**src/rtl/memory_arbiter.sv**
```systemverilog
// Arbiter that shares one synchronous memory between instruction fetch and load/store.
// It also decodes the memory-mapped LED register and returns read data one cycle after each grant.
module memory_arbiter #(
  parameter logic [31:0] MEMORY_SIZE     = 32'h1000,
  parameter logic [31:0] LED_ADDRESS     = 32'h0000_2000,
  parameter int          MAX_DATA_STREAK = 4
) (
  input  logic        clock,
  input  logic        reset_n,
  input  logic        fetch_req,
  input  logic [31:0] fetch_address,
  output logic        fetch_ready,
  output logic        fetch_rvalid,
  output logic [31:0] fetch_rdata,
  input  logic        data_req,
  input  logic [31:0] data_address,
  input  logic [31:0] data_wdata,
  input  logic [2:0]  data_write_sections,
  output logic        data_ready,
  output logic        data_rvalid,
  output logic [31:0] data_rdata,
  output logic        mem_enable,
  output logic [31:0] mem_address,
  output logic [2:0]  mem_write_sections,
  output logic [31:0] mem_wdata,
  input  logic [31:0] mem_rdata,
  output logic        led_on
);

  localparam int SW = $clog2(MAX_DATA_STREAK + 1);
  localparam logic [SW-1:0] STREAK_MAX = SW'(MAX_DATA_STREAK);

  logic [SW-1:0] streak;
  logic          data_win;
  logic          fetch_win;
  logic          led_hit;
  logic          in_range;
  logic          read_grant;
  logic [31:0]   sel_address;
  logic [2:0]    sel_sections;

  logic          pend_valid;
  logic          pend_owner;
  logic          pend_from_mem;
  logic [31:0]   pend_value;
  logic [31:0]   response;
  logic [31:0]   fetch_hold;
  logic [31:0]   data_hold;

  // Data normally wins a contested cycle; a saturated streak lets fetch through once.
  always_comb begin
    data_win     = data_req & (~fetch_req | (streak != STREAK_MAX));
    fetch_win    = fetch_req & ~data_win;
    sel_address  = data_win ? data_address : fetch_address;
    sel_sections = data_win ? data_write_sections : 3'b000;
    led_hit      = data_win & (data_address[31:2] == LED_ADDRESS[31:2]);
    in_range     = sel_address < MEMORY_SIZE;
    read_grant   = fetch_win | (data_win & (data_write_sections == 3'b000));

    fetch_ready        = fetch_win;
    data_ready         = data_win;
    mem_enable         = (fetch_win | data_win) & in_range & ~led_hit;
    mem_address        = sel_address;
    mem_write_sections = mem_enable ? sel_sections : 3'b000;
    mem_wdata          = data_win ? data_wdata : 32'h0;
  end

  // Memory reads land straight from mem_rdata; LED and unmapped reads use the captured value.
  always_comb begin
    response     = pend_from_mem ? mem_rdata : pend_value;
    fetch_rvalid = pend_valid & ~pend_owner;
    data_rvalid  = pend_valid & pend_owner;
    fetch_rdata  = fetch_rvalid ? response : fetch_hold;
    data_rdata   = data_rvalid ? response : data_hold;
  end

  always_ff @(posedge clock or negedge reset_n) begin
    if (!reset_n) begin
      streak        <= '0;
      pend_valid    <= 1'b0;
      pend_owner    <= 1'b0;
      pend_from_mem <= 1'b0;
      pend_value    <= 32'h0;
      fetch_hold    <= 32'h0;
      data_hold     <= 32'h0;
      led_on        <= 1'b0;
    end else begin
      if (fetch_win) begin
        streak <= '0;
      end else if (data_win && fetch_req) begin
        if (streak != STREAK_MAX) streak <= streak + 1'b1;
      end else if (data_win) begin
        streak <= '0;
      end

      pend_valid    <= read_grant;
      pend_owner    <= data_win;
      pend_from_mem <= mem_enable;
      pend_value    <= led_hit ? {31'b0, led_on} : 32'h0;

      if (led_hit && (data_write_sections != 3'b000)) led_on <= (data_wdata != 32'h0);

      if (fetch_rvalid) fetch_hold <= response;
      if (data_rvalid)  data_hold  <= response;
    end
  end

endmodule

```
**config.mk**
```make
export PLATFORM = sky130hd
export DESIGN_NAME = memory_arbiter
export DESIGN_NICKNAME = d
export VERILOG_FILES = /design/src/rtl/memory_arbiter.sv
export SDC_FILE = /design/constraint.sdc
export NUM_CORES = 1
export LEC_CHECK = 0
export ABC_AREA = 1
export ABC_CLOCK_PERIOD_IN_PS = 2230
export CORE_UTILIZATION = 36
export CTS_CLUSTER_DIAMETER = 80
export DETAILED_ROUTE_END_ITERATION = 10
export PLACE_DENSITY = 0.89
export SLEW_MARGIN = 15
export SYNTH_ARGS = -nofsm -noshare
export SYNTH_HDL_FRONTEND = slang
export SYNTH_SLANG_ARGS = --single-unit
export TNS_END_PERCENT = 100
```
**constraint.sdc**
```tcl
create_clock -name clock -period 2.23 [get_ports clock]
set_input_delay 0.446 -clock clock [delete_from_list [all_inputs] [get_ports clock]]
set_output_delay 0.446 -clock clock [all_outputs]
set_load 0.05 [all_outputs]
```
==> results of run 1 <==
## logic make-up after synthesis
group,Yosys count,synth area share (%)
and+or+nand+nor,294,31.2
AOI/OAI and AO/OA,74,9.82
buffers and inverters,107,11.2
DFF,72,46.5
muxes,2,0.582
adders and majority gates,2,0.646
## layer usage
metal | global-route usage [%] | GRT overflow
met1 | 54.8 | 0
met2 | 83.2 | 1
met3 | 33.7 | 0
met4 | 50.6 | 2
met5 | 6.67 | 0
## cells in the mapped netlist (all sizes together)
cell type / count / area (sq um)
nor2: 94 / 355
nand4: 4 / 25.0
nand2: 167 / 647
ha: 2 / 25.0
nor3: 7 / 35.0
inv: 80 / 300
o21bai: 1 / 7.51
dfrtp: 72 / 1800
nand3: 12 / 72.6
nand3b: 9 / 67.6
clkbuf: 19 / 71.3
o31ai: 1 / 7.51
buf: 8 / 62.6
o21ai: 39 / 195
a21oi: 32 / 160
mux2: 2 / 22.5
a32o: 1 / 10.0
or3: 1 / 6.26
## what timing repair did
action	4_1_cts
cloned	8
buffers inserted	9
resized for setup	139
endpoints found under the setup margin	62
pin swaps	14
## stage by stage
step	hold WS [ns]	std cells
floorplan	0.150	551
global placement	0.402	972
detailed placement	0.407	972
CTS	0.0418	1004
==> metrics.md, run 1 <==
| Metric | Value |
|---|---|
| Synth cell types | `26` |
| Stop err | `[ERROR GRT-0232] Routing congestion too high. Check the congestion heatmap in the GUI.` |
| CTS Buf Count | `9` |
| Total gr overflow | `3` |
| Longest Clk Path Bufs | `2` |
| Initial Util | `37.3%` |
| WEP type | `output port` |
| Syn Area/Cell | `7.03 sq um` |
| PortBufs | `271` |
| Synth Cell Area | `3870 sq um` |
| GRT Overall Usage | `56.5%` |
| Num ports | `272` |
| Exit stage | `5_1_grt` |
| #FFs+latches synth | `72` |
| Placed inst area | `8490 sq um` |
| Placer Congestion | `0.956` |
| Sequential fraction of the synthesis area | `46.5%` |
| Syn Nets | `688` |
| CTS Hold Bufs | `0` |
| Clk sinks | `72` |
| Status | `stopped before the end` |
| Chip width | `106 um` |
| Htree depth | `3` |
| Worst setup endpoint GRT | `mem_write_sections[1]` |
| Setup slack after placement | `-0.537 ns` |
| # rows | `37` |
| Largest net degree at the start of global routing | `65` |
| Cell count after synthesis | `551` |
| Synthesis warning total | `0` |
| Clock root buffer | `clkbuf_8` |
| HPWL Detailed | `13700 um` |
| Chip height | `106 um` |
==> run 2, diff against run 1 <==
CORE_UTILIZATION = 31   (was 36)
CTS_CLUSTER_DIAMETER = unset   (was 80)
PLACE_DENSITY = unset   (was 0.89)
PLACE_DENSITY_LB_ADDON = 0.15   (was unset)
==> metrics.md, run 2 <==
| Metric | Value |
|---|---|
| Status | `finished with violations` |
| Failing checks | `setup timing` |
| Htree depth | `3` |
| Largest net degree at the start of global routing | `73` |
| Switching share of total power | `34.7%` |
| Clk sinks | `72` |
| CP max stage delay | `0.37 ns` |
| Syn Area/Cell | `7.03 sq um` |
| Hold_ws | `0.238 ns` |
| Layout Skew | `0.00661 ns` |
| Most frequent cells in the layout | `141 x buf_12, 132 x clkdlybuf4s50_1, 125 x nand2_1` |
| Post-route setup slack | `-0.549 ns` |
| Power Density | `564 nW/um^2` |
| Max Cap Viol | `0` |
| Logic gate share of total power | `46.7%` |
| DRT iter0 DRCs | `236` |
| HPWL Detailed | `12900 um` |
| Synth Cell Area | `3870 sq um` |
| CTS Buf Count | `9` |
| CTS tree | `built` |
| Share of power burned in registers | `26.3%` |
| Detailed Routing Iterations Pass 1 | `5` |
| Syn Nets | `688` |
| Largest registers | `data_hold x32, fetch_hold x32, streak x3` |
| Post-synth top area share | `46.5%` |
| Cell breakdown of the critical path | `inv_2, ha_4, nand3_4, buf_12, nand3_1, nand2_2, nand2_1, nor2_2, nand2_2, nor2_4, nand2_4, nor2_4, buf_12` |
| Relative slew slack | `39.6%` |
| Setup slack after placement | `-0.632 ns` |
| # rows | `40` |
| Placer Congestion | `0.916` |
| PortBufs | `271` |
| Top post-synthesis cells by count | `161 x nand2_1, 93 x nor2_1, 79 x inv_1, 72 x dfrtp_1, 38 x o21ai_0` |
| Leakage power | `4.38 nW` |
| Slowest CP cell | `dfrtp_1` |
| Top FF cell, synth | `dfrtp_1` |
| Number of antenna repair diodes | `0` |
| Worst-Skew Late Latency | `0.32 ns` |
| Cell count after synthesis | `551` |
| #FFs+latches synth | `72` |
| Core area | `12100 sq um` |
| Critical R2R Capture | `pend_from_mem` |
| Clock root buffer | `clkbuf_16` |
| Nets@finish | `1005` |
| Sequential fraction of the synthesis area | `46.5%` |
| GRT Overall Usage | `27.0%` |
| Most frequent cell after synthesis | `nand2_1` |
| Crit. End Element | `primary output` |
| Shortest period the worst path allows | `2.78 ns` |
| Setup violators final | `55` |
| Share of cells above drive strength 1 | `39.7%` |
| FF-to-FF Start | `streak[0]` |
| Die footprint | `12900 sq um` |
| FMAX | `360 MHz` |
| WS Path Type | `reg2out` |
| Total net switching power | `1.91 mW` |
| Initial Util | `32.0%` |
| Crit Path Max Fanout | `14` |
| Cell Int Power | `3.60 mW` |
| Vias | `4921` |
| Critical Path AT | `2.33 ns` |
| Critical path required time | `1.78 ns` |
| Drt wl/cell | `17.0 um` |
| Clock transition at path regs | `0.05 ns` |
| Post-synth top area cell | `dfrtp_1` |
| Clock power share | `27.0%` |
| Area contributors post-synth | `dfrtp_1 47%, nand2_1 16%, nor2_1 9.0%` |
| Area Growth Syn to Fin | `152%` |
| Total gr overflow | `0` |
| Longest Clk Path Bufs | `2` |
| Post-route clock period utilization | `125%` |
| R2r setup slk | `0.23 ns` |
| Initial antenna violation count | `0` |
| Fin. max-slew vios | `0` |
| HP Class | `in2async` |
| Critical Path Source Type | `flop` |
| Slew @ Worst Pin | `0.905 ns` |
| Synthesis warning total | `0` |
| Maximum vdd drop | `0.379 mV` |
| Vias per cell | `4.73` |
| Final hold vios | `0` |
| Post-synth EDFFs | `0` |
| DRC | `0` |
| Unrepaired setup endpoints after global routing | `true` |
| Vias in the first global route | `5194` |
| Reg2reg path depth | `12` |
| Chip height | `114 um` |
| Chip width | `114 um` |
| Fill count | `704` |
| Commonest non-fill, non-tap cell in the layout | `buf_12` |
| Ys async rst share | `100%` |
| Num ports | `272` |
| Synth cell types | `26` |
| Routed WL | `17700 um` |
| Final ANT Viol Nets | `0` |
| First-pass GRT wire length | `26800 um` |
## run 2: cell counts after synthesis
Identical to the previous run, type by type.
## run 2: cells by family after synthesis
group	after synthesis	synth area share, %
multiplexers	2	0.582
AND/OR/NAND/NOR	294	31.2
flip-flops	72	46.5
buffers and inverters	107	11.2
AO/OA/AOI/OAI	74	9.82
adder cells (fa/ha/maj)	2	0.646
## run 2: worst max-delay path by stage
stage,cells past startpoint,endpoint,slack [ns],start
final,13,mem_write_sections[0],-0.55,streak[1]
after floorplan,13,mem_write_sections[0],-0.14,streak[0]
after CTS,13,mem_write_sections[1],-0.47,streak[0]
after global placement,12,mem_write_sections[1],-0.55,fetch_req
after global routing,13,mem_write_sections[0],-0.68,streak[0]
after detailed placement,12,mem_write_sections[1],-0.63,fetch_req
## run 2: stage by stage
| stage | total power, mW | area (sq um) | setup TNS (ns) | utilization (%) | std cells |
|---|---|---|---|---|---|
| finish | 5.51 | 9770 | -12.57 | 80.7 | 1041 |
| global route | 5.71 | 9770 | -17.49 | 80.7 | 1041 |
| CTS | 5.45 | 9420 | -7.90 | 77.8 | 1034 |
| detailed placement | 3.81 | 8580 | -21.29 | 70.8 | 1008 |
| global placement | 3.78 | 8580 | -17.29 | 70.8 | 1008 |
| floorplan | 2.51 | 4080 | -2.66 | - | 551 |
## run 2: layout make-up
type | instances | area [sq um] | share of cell area, %
Multi-Input combinational cell | 375 | 2350 | 24.1
Inverter | 80 | 329 | 3.37
Timing Repair Buffer | 330 | 4770 | 48.8
Clock inverter | 6 | 83.8 | 0.858
Sequential cell | 72 | 1800 | 18.4
Clock buffer | 10 | 229 | 2.34
Tap cell | 168 | 210 | 2.15
## run 2: repair_timing
item	CTS	global route
hold buffers	0	0
gates resized for setup	120	70
pin swaps	11	11
cloned	6	4
hold endpoints to repair	0	0
setup buffers	4	6
endpoints found under the setup margin	64	75
## run 2: power by group through the flow
| stage | clock (mW) | sequential [mW] | combinational, mW |
|---|---|---|---|
| floorplan | 0 | 1.46 | 1.04 |
| global placement | 0 | 1.46 | 2.32 |
| detailed placement | 0 | 1.47 | 2.34 |
| CTS | 1.52 | 1.45 | 2.48 |
| global route | 1.57 | 1.46 | 2.68 |
| finish | 1.49 | 1.45 | 2.57 |
## run 2: routing by layer
metal | routed length [um] | GRT usage [%] | up-vias | share of wire (%)
met1 | 6380 | 29.0 | 2305 | 36
li1 | - | - | 2332 | -
met5 | 0 | 0 | - | 0
met3 | 1290 | 7.65 | 53 | 7.3
met2 | 9260 | 48.9 | 231 | 52
met4 | 754 | 12.5 | 0 | 4.3
## run 2: critical path, delay by kind of cell, from the launching register on
| kind | cells | cell delay, ns |
|---|---|---|
| adder cells (fa/ha/maj) | 1 | 0.17 |
| buffers and inverters | 3 | 0.38 |
| flip-flops | 1 | 0.37 |
| AND/OR/NAND/NOR | 9 | 1.09 |
No activity file was read; power rests on OpenSTA's default activity.
==> RTL edit 1, RTL diff (flow settings as in run 2) <==
The parameter `MAX_DATA_STREAK` goes from 4 to 16.
--- a/src/rtl/memory_arbiter.sv
+++ b/src/rtl/memory_arbiter.sv
@@ -4,5 +4,5 @@
   parameter logic [31:0] MEMORY_SIZE     = 32'h1000,
   parameter logic [31:0] LED_ADDRESS     = 32'h0000_2000,
-  parameter int          MAX_DATA_STREAK = 4
+  parameter int          MAX_DATA_STREAK = 16
 ) (
   input  logic        clock,
Behaviour: not the same (a bounded check fails within 10 cycles, from zero or initial values and one cycle with reset_n low).
==> RTL edit 1 against run 2 <==
The flow still finishes with violations (negative setup slack). Cell area rose by 6.4%. Sequential cell count rose by 2. Critical path depth did not move. Critical path type unchanged. Hold slack got worse by 150 ps. Area after synthesis rose by 1.7%. Routed wire length rose by 32%. Global-route usage rose by 4.3 points. Highest routed layer unchanged. Worst setup slack got worse by 61 ps. Via count rose by 13%. Power rose by 3.8%.
==> RTL edit 1: results (changes against run 2) <==
Outcome
  • Status: finished with violations (unchanged)
  • Failing checks: negative setup slack (unchanged)

Placed design
  • Hpwl dp: 13,300 um (was 12,900 um)
  • Place WS: -579 ps (was -632 ps)
  • Placed inst area: 0.00865 mm2 (was 0.00858 mm2)
  • GP Congestion: 0.914 (was 0.916)

Worst setup path
  • R2r startpoint: streak[1] (was streak[0])
  • Arr. time, crit path: 2390 ps (was 2330 ps)
  • R2R Setup Slk: 150 ps (was 230 ps)

STA
  • Post-route setup TNS: -20,300 ps (was -12,570 ps)
  • Final clock skew: 7.95 ps (was 6.61 ps)
  • Setup ws final: -610 ps (was -549 ps)
  • Final setup viols: 66 (was 55)

Yosys
  • Synth unique cells: 28 (was 26)
  • Synth top cells by count: 143 x nand2_1, 95 x nor2_1, 74 x dfrtp_1 (was 161 x nand2_1, 93 x nor2_1, 79 x inv_1)
  • Post-synthesis sequential area ratio: 47.0% (was 46.5%)
  • Post-synthesis compound-gate area fraction: 9.72% (was 9.82%)
  • Avg Synthesized Cell Area: 7.29 um2 (was 7.03 um2)
  • Post-synthesis mux area share: 0.826% (was 0.582%)
  • XOR/XNOR Fraction of Synth Area: 0.445% (was 0%)
  • Synthesized Nets: 677 (was 688)

Global routing
  • Largest net degree at the start of global routing: 39 (was 73)
  • First-pass GRT wire length: 30,900 um (was 26,800 um)
  • GR Util All Layers: 31.3% (was 27.0%)

Route
  • DR pass1 iterations: 7 (was 5)
  • Met3 routed WL: 1790 um (was 1290 um)
  • Routed len/inst: 21.8 um (was 17.0 um)
  • Met2 wire len: 11,700 um (was 9260 um)

Pwr
  • Worst VDD drop: 0.401 mV (was 0.379 mV)

Layout
  • Share of cells above drive strength 1: 46.0% (was 39.7%)
  • Final core utilization: 85.2% (was 80.7%)
RTL edit 1: area by class of cell:
type	instances	area share, %
Timing Repair Buffer	372	49.9
Multi-Input combinational cell	378	24.8
Sequential cell	74	17.8
Inverter	64	2.41
Clock buffer	9	2.17
Tap cell	168	2.02
Clock inverter	7	0.890
RTL edit 1: what timing repair did:
item	4_1_cts	5_1_grt
pin swaps	20	18
buffers inserted	12	24
gates cloned	12	4
setup endpoints to repair	78	83
resized for setup	142	79
hold buffers	0	0
RTL edit 1: layer usage:
layer | GRT usage (%) | vias up
met3 | 7.46 | 147
met4 | 21.6 | 0
li1 | - | 2410
met1 | 31.6 | 2635
met2 | 57.2 | 359
met5 | 0 | -
RTL edit 1: power by group:
| part | internal [W] | switching (W) | leakage (nW) |
|---|---|---|---|
| clock network | 0.000979 | 0.000568 | 0.160 |
| logic | 0.00125 | 0.00143 | 3.57 |
| registers | 0.00145 | 0.0000361 | 0.956 |
| total | 0.00368 | 0.00203 | 4.68 |
==> RTL edit 2, RTL diff (settings of run 2) <==
Made on the original files. Put one more register stage on the output `led_on`, with the module's reset. The value now appears one clock later. The other outputs are not delayed to match.
--- a/src/rtl/memory_arbiter.sv
+++ b/src/rtl/memory_arbiter.sv
@@ -30,4 +30,6 @@
   localparam int SW = $clog2(MAX_DATA_STREAK + 1);
   localparam logic [SW-1:0] STREAK_MAX = SW'(MAX_DATA_STREAK);
+
+  logic led_on_s0;
 
   logic [SW-1:0] streak;
@@ -84,5 +86,5 @@
       fetch_hold    <= 32'h0;
       data_hold     <= 32'h0;
-      led_on        <= 1'b0;
+      led_on_s0     <= 1'b0;
     end else begin
       if (fetch_win) begin
@@ -97,7 +99,7 @@
       pend_owner    <= data_win;
       pend_from_mem <= mem_enable;
-      pend_value    <= led_hit ? {31'b0, led_on} : 32'h0;
+      pend_value    <= led_hit ? {31'b0, led_on_s0} : 32'h0;
 
-      if (led_hit && (data_write_sections != 3'b000)) led_on <= (data_wdata != 32'h0);
+      if (led_hit && (data_write_sections != 3'b000)) led_on_s0 <= (data_wdata != 32'h0);
 
       if (fetch_rvalid) fetch_hold <= response;
@@ -106,4 +108,12 @@
   end
 
+  always_ff @(posedge clock or negedge reset_n) begin
+    if (!reset_n) begin
+      led_on <= '0;
+    end else begin
+      led_on <= led_on_s0;
+    end
+  end
+
 endmodule
 
Behaviour: not the same (a bounded check fails within 4 cycles, from zero or initial values and one cycle with reset_n low).
==> RTL edit 2 against run 2 <==
Power increased by 1.4%. Critical endpoint is now mem_write_sections[1]. Routed wire length increased by 4.8%. Register-to-register slack improved by 80 ps. Count of clock-buffer cells in the layout increased by 5. Clock skew decreased by 2.2 ps. Area after synthesis increased by 0.65%. Core utilization increased by 0.71 points. First-iteration DRC count increased by 35%. The flow still finishes with violations (negative setup slack). Critical path type unchanged. Synthesized cell count increased by 0.18%. Largest power group unchanged. Cell area increased by 0.88%. Sequential cell count increased by 1. Worst setup slack improved by 0.70 ps.
==> RTL edit 2: results (changes against run 2) <==
Outcome
  • Status: finished with violations (unchanged)
  • Failing checks: negative setup slack (unchanged)

Global routing
  • Largest net degree at the start of global routing: 74 (was 73)
  • GRT met3 Usage: 6.51% (was 7.65%)
  • GR Util All Layers: 25.4% (was 27.0%)
  • Met2 usage: 45.8% (was 48.9%)
  • Vias in the first global route: 5,015 (was 5,194)
  • First-pass GRT wire length: 25,400 um (was 26,800 um)
  • Met1 GRT Util: 28.6% (was 29.0%)

Worst setup path
  • Path depth of the worst reg2reg path: 11 (was 12)
  • Arr. time, crit path: 2330 ps (about the same)
  • Critical Path Start: streak[1] (unchanged)
  • R2R Setup Slk: 310 ps (was 230 ps)
  • Crit path to: mem_write_sections[1] (was mem_write_sections[0])
  • CP peak stage delay: 400 ps (was 370 ps)
  • Reg-to-reg endpoint: pend_from_mem (unchanged)
  • Worst-path maximum fanout: 5 (was 14)

Route
  • Wl on met1: 6710 um (was 6380 um)
  • DR pass1 iterations: 4 (was 5)
  • Via/cell ratio: 4.77 (was 4.73)
  • Met3 routed WL: 1200 um (was 1290 um)
  • Met2 wire len: 9990 um (was 9260 um)
  • Routed len/inst: 17.9 um (was 17.0 um)
  • Final wirelength: 18,500 um (was 17,700 um)
  • DR iter-0 viols: 319 (was 236)

Layout
  • # nets final: 1,002 (was 1,005)
  • Filler cell count: 706 (was 704)
  • # diodes: 0 (unchanged)
  • Share of cells above drive strength 1: 40.6% (was 39.7%)

Yosys
  • Synth area leader: dfrtp_1 (unchanged)
  • YS warnings: 0 (unchanged)
  • Mapped Cells: 552 (was 551)
  • Post-synth top flop: dfrtp_1 (unchanged)
  • Synth area leaders: dfrtp_1 47%, nand2_1 16%, nor2_1 9.0%, inv_1 7.6%, o21ai_0 4.9% (was dfrtp_1 47%, nand2_1 16%, nor2_1 9.0%, inv_1 7.7%, o21ai_0 4.9%)
  • Post-synthesis sequential area ratio: 46.9% (was 46.5%)
  • Synthesized Nets: 689 (was 688)
  • Synth top cells by count: 161 x nand2_1, 93 x nor2_1, 79 x inv_1 (unchanged)

Placed design
  • Placed inst area: 0.00865 mm2 (was 0.00858 mm2)
  • GP Congestion: 0.856 (was 0.916)
  • Post-Place Cells: 1,010 (was 1,008)
  • Place WS: -593 ps (was -632 ps)
  • Hpwl dp: 12,800 um (was 12,900 um)

STA
  • Final setup viols: 56 (was 55)
  • Post-route setup TNS: -11,690 ps (was -12,570 ps)
  • Worst slew margin: 64.4% (was 39.6%)
  • Setup ws final: -548 ps (was -549 ps)
  • Final clock skew: 4.38 ps (was 6.61 ps)
  • Hold slack: 120 ps (was 238 ps)

Clocking
  • PostCTS Resize Cnt: 83 (was 120)
  • Clock buffer count from CTS: 9 (unchanged)
  • Root cell of the clock tree: clkbuf_16 (unchanged)

Worst hold path
  • Worst min path class: input port to asynchronous set/reset pin (unchanged)

Pwr
  • Worst VDD drop: 0.615 mV (was 0.379 mV)
  • Leakage power: 4.43 nW (was 4.38 nW)
## RTL edit 2: area by class of cell
cell class,count,area (um2),area share (%)
sequential,73,1830,18.5
clock buffer,15,298,3.02
inverter,80,327,3.31
timing repair buffer,327,4750,48.1
clock inverter,1,30.0,0.305
multi-input combinational,374,2420,24.6
tap,168,210,2.13
## RTL edit 2: cell families after synthesis
kind of cell | after synthesis | share of synthesized area [%]
and+or+nand+nor | 294 | 31.0
buffers and inverters | 107 | 11.1
AOI/OAI and AO/OA | 74 | 9.76
DFF | 73 | 46.9
muxes | 2 | 0.578
adders and majority gates | 2 | 0.642
## RTL edit 2: power breakdown
part	total, W	internal, W	leakage (nW)	switching (W)
logic	0.00259	0.00121	3.33	0.00138
registers	0.00147	0.00143	0.937	0.0000327
clock network	0.00153	0.00102	0.162	0.000507
total	0.00558	0.00366	4.43	0.00192
